===== src/rtl/mult_div_unit.sv =====
// mult_div_unit: iterative 32x32 multiply / divide unit that owns the
// architectural HI/LO registers. MULT/MULTU/DIV/DIVU take 33 cycles from
// the accepting edge to the HI/LO update; MTHI/MTLO complete in one edge.
module mult_div_unit (
  input  logic        clk,
  input  logic        reset,
  input  logic        start,
  input  logic [2:0]  op,
  input  logic [31:0] a,
  input  logic [31:0] b,
  output logic        busy,
  output logic        done,
  output logic [31:0] hi,
  output logic [31:0] lo
);

  typedef enum logic [1:0] {IDLE, RUN, FINISH} state_t;

  localparam logic [2:0] OP_MTHI = 3'b100;
  localparam logic [2:0] OP_MTLO = 3'b101;

  state_t      state, state_nxt;
  logic [5:0]  cnt;
  logic        is_div;     // current operation is DIV/DIVU
  logic        neg_res;    // negate product / quotient at FINISH
  logic        neg_rem;    // negate remainder at FINISH
  logic        div_zero;   // divisor was zero
  logic [31:0] a_orig;     // original dividend, returned in HI on divide-by-zero
  logic [31:0] opnd;       // multiplicand (multiply) or divisor (divide) magnitude
  logic [63:0] p;          // multiply: {partial product, multiplier}; divide: {remainder, quotient}

  logic        is_signed_op;
  logic        accept_md;
  logic [31:0] a_mag, b_mag;
  logic [32:0] mul_sum, div_shift, div_diff;
  logic [63:0] p_step;

  assign busy = (state != IDLE);

  // Operand magnitudes and one multiply or divide iteration.
  always_comb begin
    // NOTE: every always_comb output gets a default first so no path can infer a latch.
    is_signed_op = ~op[0];
    accept_md    = start && (state == IDLE) && !op[2];
    a_mag        = (is_signed_op && a[31]) ? -a : a;
    b_mag        = (is_signed_op && b[31]) ? -b : b;
    mul_sum      = {1'b0, p[63:32]} + (p[0] ? {1'b0, opnd} : 33'd0);
    div_shift    = {p[63:32], p[31]};
    div_diff     = div_shift - {1'b0, opnd};
    p_step       = {mul_sum, p[31:1]};
    if (is_div) begin
      // Restoring step: keep the difference only when it did not borrow.
      p_step = div_diff[32] ? {div_shift[31:0], p[30:0], 1'b0}
                            : {div_diff[31:0],  p[30:0], 1'b1};
    end
  end

  // State register.
  always_ff @(posedge clk) begin
    // NOTE: reset is synchronous, so it is sampled like any other input on the clock edge.
    if (reset) state <= IDLE;
    else       state <= state_nxt;
  end

  // Next-state logic.
  always_comb begin
    state_nxt = state;
    case (state)
      IDLE:    if (accept_md) state_nxt = RUN;
      RUN:     if (cnt == 6'd31) state_nxt = FINISH;
      FINISH:  state_nxt = IDLE;
      default: state_nxt = IDLE;
    endcase
  end

  // Datapath: operand capture, iteration, sign fix-up and HI/LO writes.
  always_ff @(posedge clk) begin
    // NOTE: sequential state uses non-blocking assignments so all registers see pre-edge values.
    if (reset) begin
      cnt      <= '0;
      is_div   <= 1'b0;
      neg_res  <= 1'b0;
      neg_rem  <= 1'b0;
      div_zero <= 1'b0;
      a_orig   <= '0;
      opnd     <= '0;
      p        <= '0;
      done     <= 1'b0;
      hi       <= '0;
      lo       <= '0;
    end else begin
      done <= 1'b0;
      case (state)
        IDLE: begin
          if (accept_md) begin
            cnt      <= '0;
            is_div   <= op[1];
            neg_res  <= is_signed_op && (a[31] ^ b[31]);
            neg_rem  <= is_signed_op && a[31];
            div_zero <= (b == 32'd0);
            a_orig   <= a;
            opnd     <= op[1] ? b_mag : a_mag;
            p        <= {32'd0, (op[1] ? a_mag : b_mag)};
          end else if (start && op == OP_MTHI) begin
            hi <= a;
          end else if (start && op == OP_MTLO) begin
            lo <= a;
          end
        end
        RUN: begin
          cnt <= cnt + 6'd1;
          p   <= p_step;
        end
        FINISH: begin
          done <= 1'b1;
          if (!is_div) begin
            {hi, lo} <= neg_res ? -p : p;
          end else if (div_zero) begin
            hi <= a_orig;
            lo <= 32'hFFFF_FFFF;
          end else begin
            lo <= neg_res ? -p[31:0]  : p[31:0];
            hi <= neg_rem ? -p[63:32] : p[63:32];
          end
        end
        default: ;
      endcase
    end
  end

endmodule


===== config.mk =====
export PLATFORM = sky130hd
export DESIGN_NAME = mult_div_unit
export DESIGN_NICKNAME = d
export VERILOG_FILES = /design/src/rtl/mult_div_unit.sv
export SDC_FILE = /design/constraint.sdc
export NUM_CORES = 1
export LEC_CHECK = 0
export BUFFER_PORTS_ARGS = -buffer_cell sky130_fd_sc_hd__clkbuf_2
export CAP_MARGIN = 20
export CORE_MARGIN = 10
export CORE_UTILIZATION = 50
export DETAILED_ROUTE_END_ITERATION = 8
export GPL_ROUTABILITY_DRIVEN = 0
export PLACE_DENSITY = 0.68
export SYNTH_ARGS = -nofsm -noshare
export SYNTH_HDL_FRONTEND = slang
export SYNTH_SLANG_ARGS = --single-unit

===== constraint.sdc =====
create_clock -name clk -period 7.58 [get_ports clk]
set_input_delay 0 -clock clk [delete_from_list [all_inputs] [get_ports clk]]
set_output_delay 0 -clock clk [all_outputs]
set_load 0.01 [all_outputs]

==> metrics.sh <==
PERIOD_MINUS_SLACK_NS=4.427
FINAL.SETUP_SKEW_NS=0.01168
SETUP_TNS_NS=0
HOLD_PATH.CLASS='input pin to register'
POWER.LEAKAGE_nW=7.212
NETS=2549
SYNTH_SEQUENTIAL_AREA_RATIO_PCT=24.07
PERIOD_SHARE_PCT=58.40
PEAKVDDDROP_V=0.0001668
NFILLCELLS=3199
CLOCK_LATENCY_NS=0.56
SEQPWRFRAC_PCT=35.9
FINISH.UTILIZATION_PCT=56.76
WORST-ENDPOINT-ARRIVAL_NS=4.87
CELLPOWERDENSITY_nW_PER_UM2=173.8
CRITPATHBUFINV=1
R2R_END='p[59]'
DIEAREA_UM2=41890
SWITCHING_SHARE_PCT=33.76
GRT_PASS1_WL_UM=101000
SYN-CELL-AREA_UM2=17050
CLOCK_SINKS=205
ROOT_BUFFER_MASTER='clkbuf_16'
RUN_STATUS='complete, no violations'
GRT_OVERFLOW_TOTAL=0
POST_CTS.RESIZED_INSTANCES=0
SYNTH-ASYNC-RESET-RATIO_PCT=0
CRITICAL_SETUP_PATH_CLASS='register to register'
DRTPASS1ITERATIONS=6
SYNTH_NETS=2514
SLEW-LIMIT-HEADROOM_PCT=25.37
WORSTREGTOREGCELLS=12
TIMING.FINAL.SETUP_VIOLATIONS=0
DRV.MAX_CAP_VIOLATION_COUNT=0
MAX-CLOCK-PATH-BUFFERS=3
TIMING.FINAL.MAX_SLEW_VIOLATIONS=0
WORSTPATHCELLLIST='inv_1 > nor2_1 > ha_1 > nor2b_1 > o31ai_1 > o2bb2ai_1 > o22ai_1 > a31oi_1 > o21ai_0 > a31oi_1 > xnor2_1 > a221o_1'
HOLD_BUFFERS=48
GRTUSAGETOTAL_PCT=30.30
SLOWEST_DELAY_NS=0.85
SHARE_CLK_OF_TOTAL_POWER_PCT=39.9
MAXCLOCKFREQUENCY_GHz=0.2259
MULTI_INPUT_COMB_AREA_UM2=11970
POST_CTS.REPAIR.SETUP_BUFFERS=0
DPL.HPWL_UM=48720
SYNTH.DISTINCT_CELLS=80
UNREPAIRED_SETUP_ENDPOINTS_AFTER_GLOBAL_ROUTING='no'
NUMBER_OF_GLOBAL_ROUTE_VIAS_BEFORE_REPAIR=17525
POST-ROUTE-DRC-COUNT=0
INSERTEDDIODECOUNT=0
H-TREE-DEPTH=1
ROWS=67
WORST-ENDPOINT-REQUIRED_NS=8.02
HOLDCRITSTARTPOINT='b[25]'
SETUP.REG_TO_REG.WORST_SLACK_NS=3.15
WORST_SLEW_PIN_SLEW_NS=1.118
HOLD_PATH_DEPTH=4
TIMING_HOLD_VIOLATIONS_FINAL=0
WL_UM=66600
POWER.SHARE.COMBINATIONAL_PCT=24.2
DIE_W_UM=204.7
SYNTH-WARNING-COUNT=0
GRT_ANTENNA_BEFORE_REPAIR=1
FINAL_COMMON_CELL='nand2_1'
SEQCELLAREA_UM2=4108
SYNTH-SEQ-CELLS=205
CORE-AREA_UM2=33620
DRT.ANTENNA.VIOLATING_NETS=0
SYNTH_ENABLE_FLOP_CELLS=0
FP.DIEH_UM=204.7
TIMING.CRITICAL_PATH.TO_TYPE='register'
CLK_PIN_SLEW_WORST_PATHS_NS=0.06
CELLINTERNALPOWER_mW=2.196
VIA_COUNT=18702
PIN_COUNT_OF_THE_BIGGEST_NET_ENTERING_GLOBAL_ROUTING=89
POST_DRT_VIA_CELL_RATIO=6.505
SYNTHCELLS=2373
MOST-COMMON-LAYOUT-CELLS='nand2_1, a21oi_1, dfxtp_1'
CTS_TREE='done'
SYNTH.AVG_CELL_AREA_UM2=7.185
DESIGN.PORTCOUNT=136
REG2REG_FROM='p[0]'
DR.FIRST_ITER.DRC_COUNT=2129
WORST_PATH_DOMINANT_CELL_FAMILY='compound AO/OA/AOI/OAI gates'
POST_ROUTE_CELLS_DRIVE_ABOVE_1_SHARE_PCT=9.765
NUMCTSBUFFERS=25
AREA.GROWTH.SYNTH_TO_FINAL_PCT=11.92
WORSTSETUPSTARTPOINTTYPE='register'
PORTBUFFERS=135
CRIT_SLOWEST_CELL='inv_1'
ROUTED_WIRE_LENGTH_PER_INSTANCE_UM=23.16
TOTAL_SWITCHING_POWER_mW=1.120
CPMOSTUSEDCELL='a31oi_1'
MIN_DELAY_WORST_ENDPOINT='p[25]'
WORSTPATHMAXFANOUT=31
YS.FLOP_TYPE='dfxtp_1'
FLOORPLAN.INITIALDENSITY_PCT=50.72
==> area by class of cell <==
class                      count  share of cell area (%)
multi-input combinational   1909                   62.71
sequential                   205                   21.53
timing repair buffer         204                   6.885
clock buffer                  33                   3.862
tap                          448                   2.938
inverter                      63                   1.239
clock inverter                13                  0.8393
==> synth_stat cells (6+ instances only) <==
library cell	number	area, um^2
nor3_1	56	280.3
a22oi_1	19	142.6
nor2_1	204	765.7
dfxtp_1	205	4104
a311oi_1	28	245.2
a221o_1	7	70.07
a21oi_1	227	1136
or3_1	17	106.4
o22ai_1	11	68.82
ha_1	69	863.3
nor3b_1	8	60.06
a31oi_1	19	118.9
nand3_1	41	205.2
o311ai_0	6	52.55
buf_2	7	35.03
o221ai_1	32	280.3
o211ai_1	62	465.5
nor2b_1	25	156.4
buf_1	13	48.80
a211oi_1	58	435.4
inv_1	63	236.5
o21ai_0	152	760.7
xnor2_1	110	963.4
nand2b_1	23	143.9
nand2_1	324	1216
or2_2	11	68.82
o21bai_1	9	67.56
o41ai_1	13	113.9
a21o_1	31	232.7
nand3b_1	8	60.06
nor4_1	22	137.6
o21a_1	18	135.1
a211o_1	7	61.31
and2_1	12	75.07
clkbuf_1	169	634.4
and3_1	14	87.58
a221oi_1	8	70.07
o31ai_1	28	210.2
mux2i_1	52	520.5
xor2_1	70	613.1
or4_1	23	172.7
nand4_1	14	87.58
==> kinds of logic after synthesis <==
logic type | synth area share, %
xor+xnor | 9.246
buf+inv | 5.937
flops | 24.07
mux | 3.185
simple gates | 22.84
compound gates | 29.43
fa+ha+maj | 5.298
==> registers in the layout, summed over array words and instances, names as in the netlist <==
| name | cells |
|---|---|
| opnd | 32 |
| p | 64 |
| state | 2 |
| done | 1 |
| is_div | 1 |
| cnt | 6 |
| hi | 32 |
| neg_res | 1 |
| lo | 32 |
| neg_rem | 1 |
| a_orig | 32 |
| div_zero | 1 |
==> metrics by stage <==
step | hold slack [ns] | cell area (um^2) | power, mW | setup slack, ns | instances
4_1_cts | 0.008995 | 19070 | 3.290 | 3.267 | 2873
3_3_place_gp | 0.3023 | 17690 | 1.952 | 3.416 | 2779
5_1_grt | 0.04206 | 19080 | 3.419 | 2.950 | 2875
3_5_place_dp | 0.3092 | 17690 | 1.963 | 3.286 | 2779
6_report | 0.001107 | 19080 | 3.316 | 3.153 | 2875
2_1_floorplan | 0.1360 | 17050 | 1.720 | 4.009 | 2373
==> power groups by stage <==
stage	Sequential (mW)	Clock, mW	Combinational [mW]
6_report	1.19	1.32	0.802
5_1_grt	1.19	1.36	0.861
4_1_cts	1.19	1.33	0.775
3_5_place_dp	1.21	0	0.752
3_3_place_gp	1.21	0	0.743
2_1_floorplan	1.18	0	0.541
==> tightest hold or removal path: stages <==
cell and delay [ns]:
clkbuf_2 0.13, xnor2_1 0.16, a21oi_1 0.08, o221ai_1 0.15
==> layer usage <==
| metal | share of wire, % | wire length [um] | vias up | global-route usage (%) |
|---|---|---|---|---|
| met3 | 11 | 7436 | 207 | 8.135 |
| met2 | 44 | 29250 | 1007 | 46.64 |
| met1 | 39 | 25960 | 8801 | 37.78 |
| li1 | - | - | 8685 | - |
| met5 | 0.012 | 8 | - | 0 |
| met4 | 5.9 | 3941 | 2 | 16.56 |
==> worst max path at each step <==
stage / from / endpoint / slack (ns) / depth (start not counted)
final: p[0] / p[59] / 3.15 / 12
after global routing: p[0] / p[59] / 2.95 / 12
after CTS: p[0] / p[62] / 3.27 / 12
after detailed placement: p[0] / p[62] / 3.29 / 12
after global placement: p[0] / p[62] / 3.42 / 12
after floorplan: p[0] / p[62] / 4.01 / 15
No activity file was read; power rests on OpenSTA's default activity.
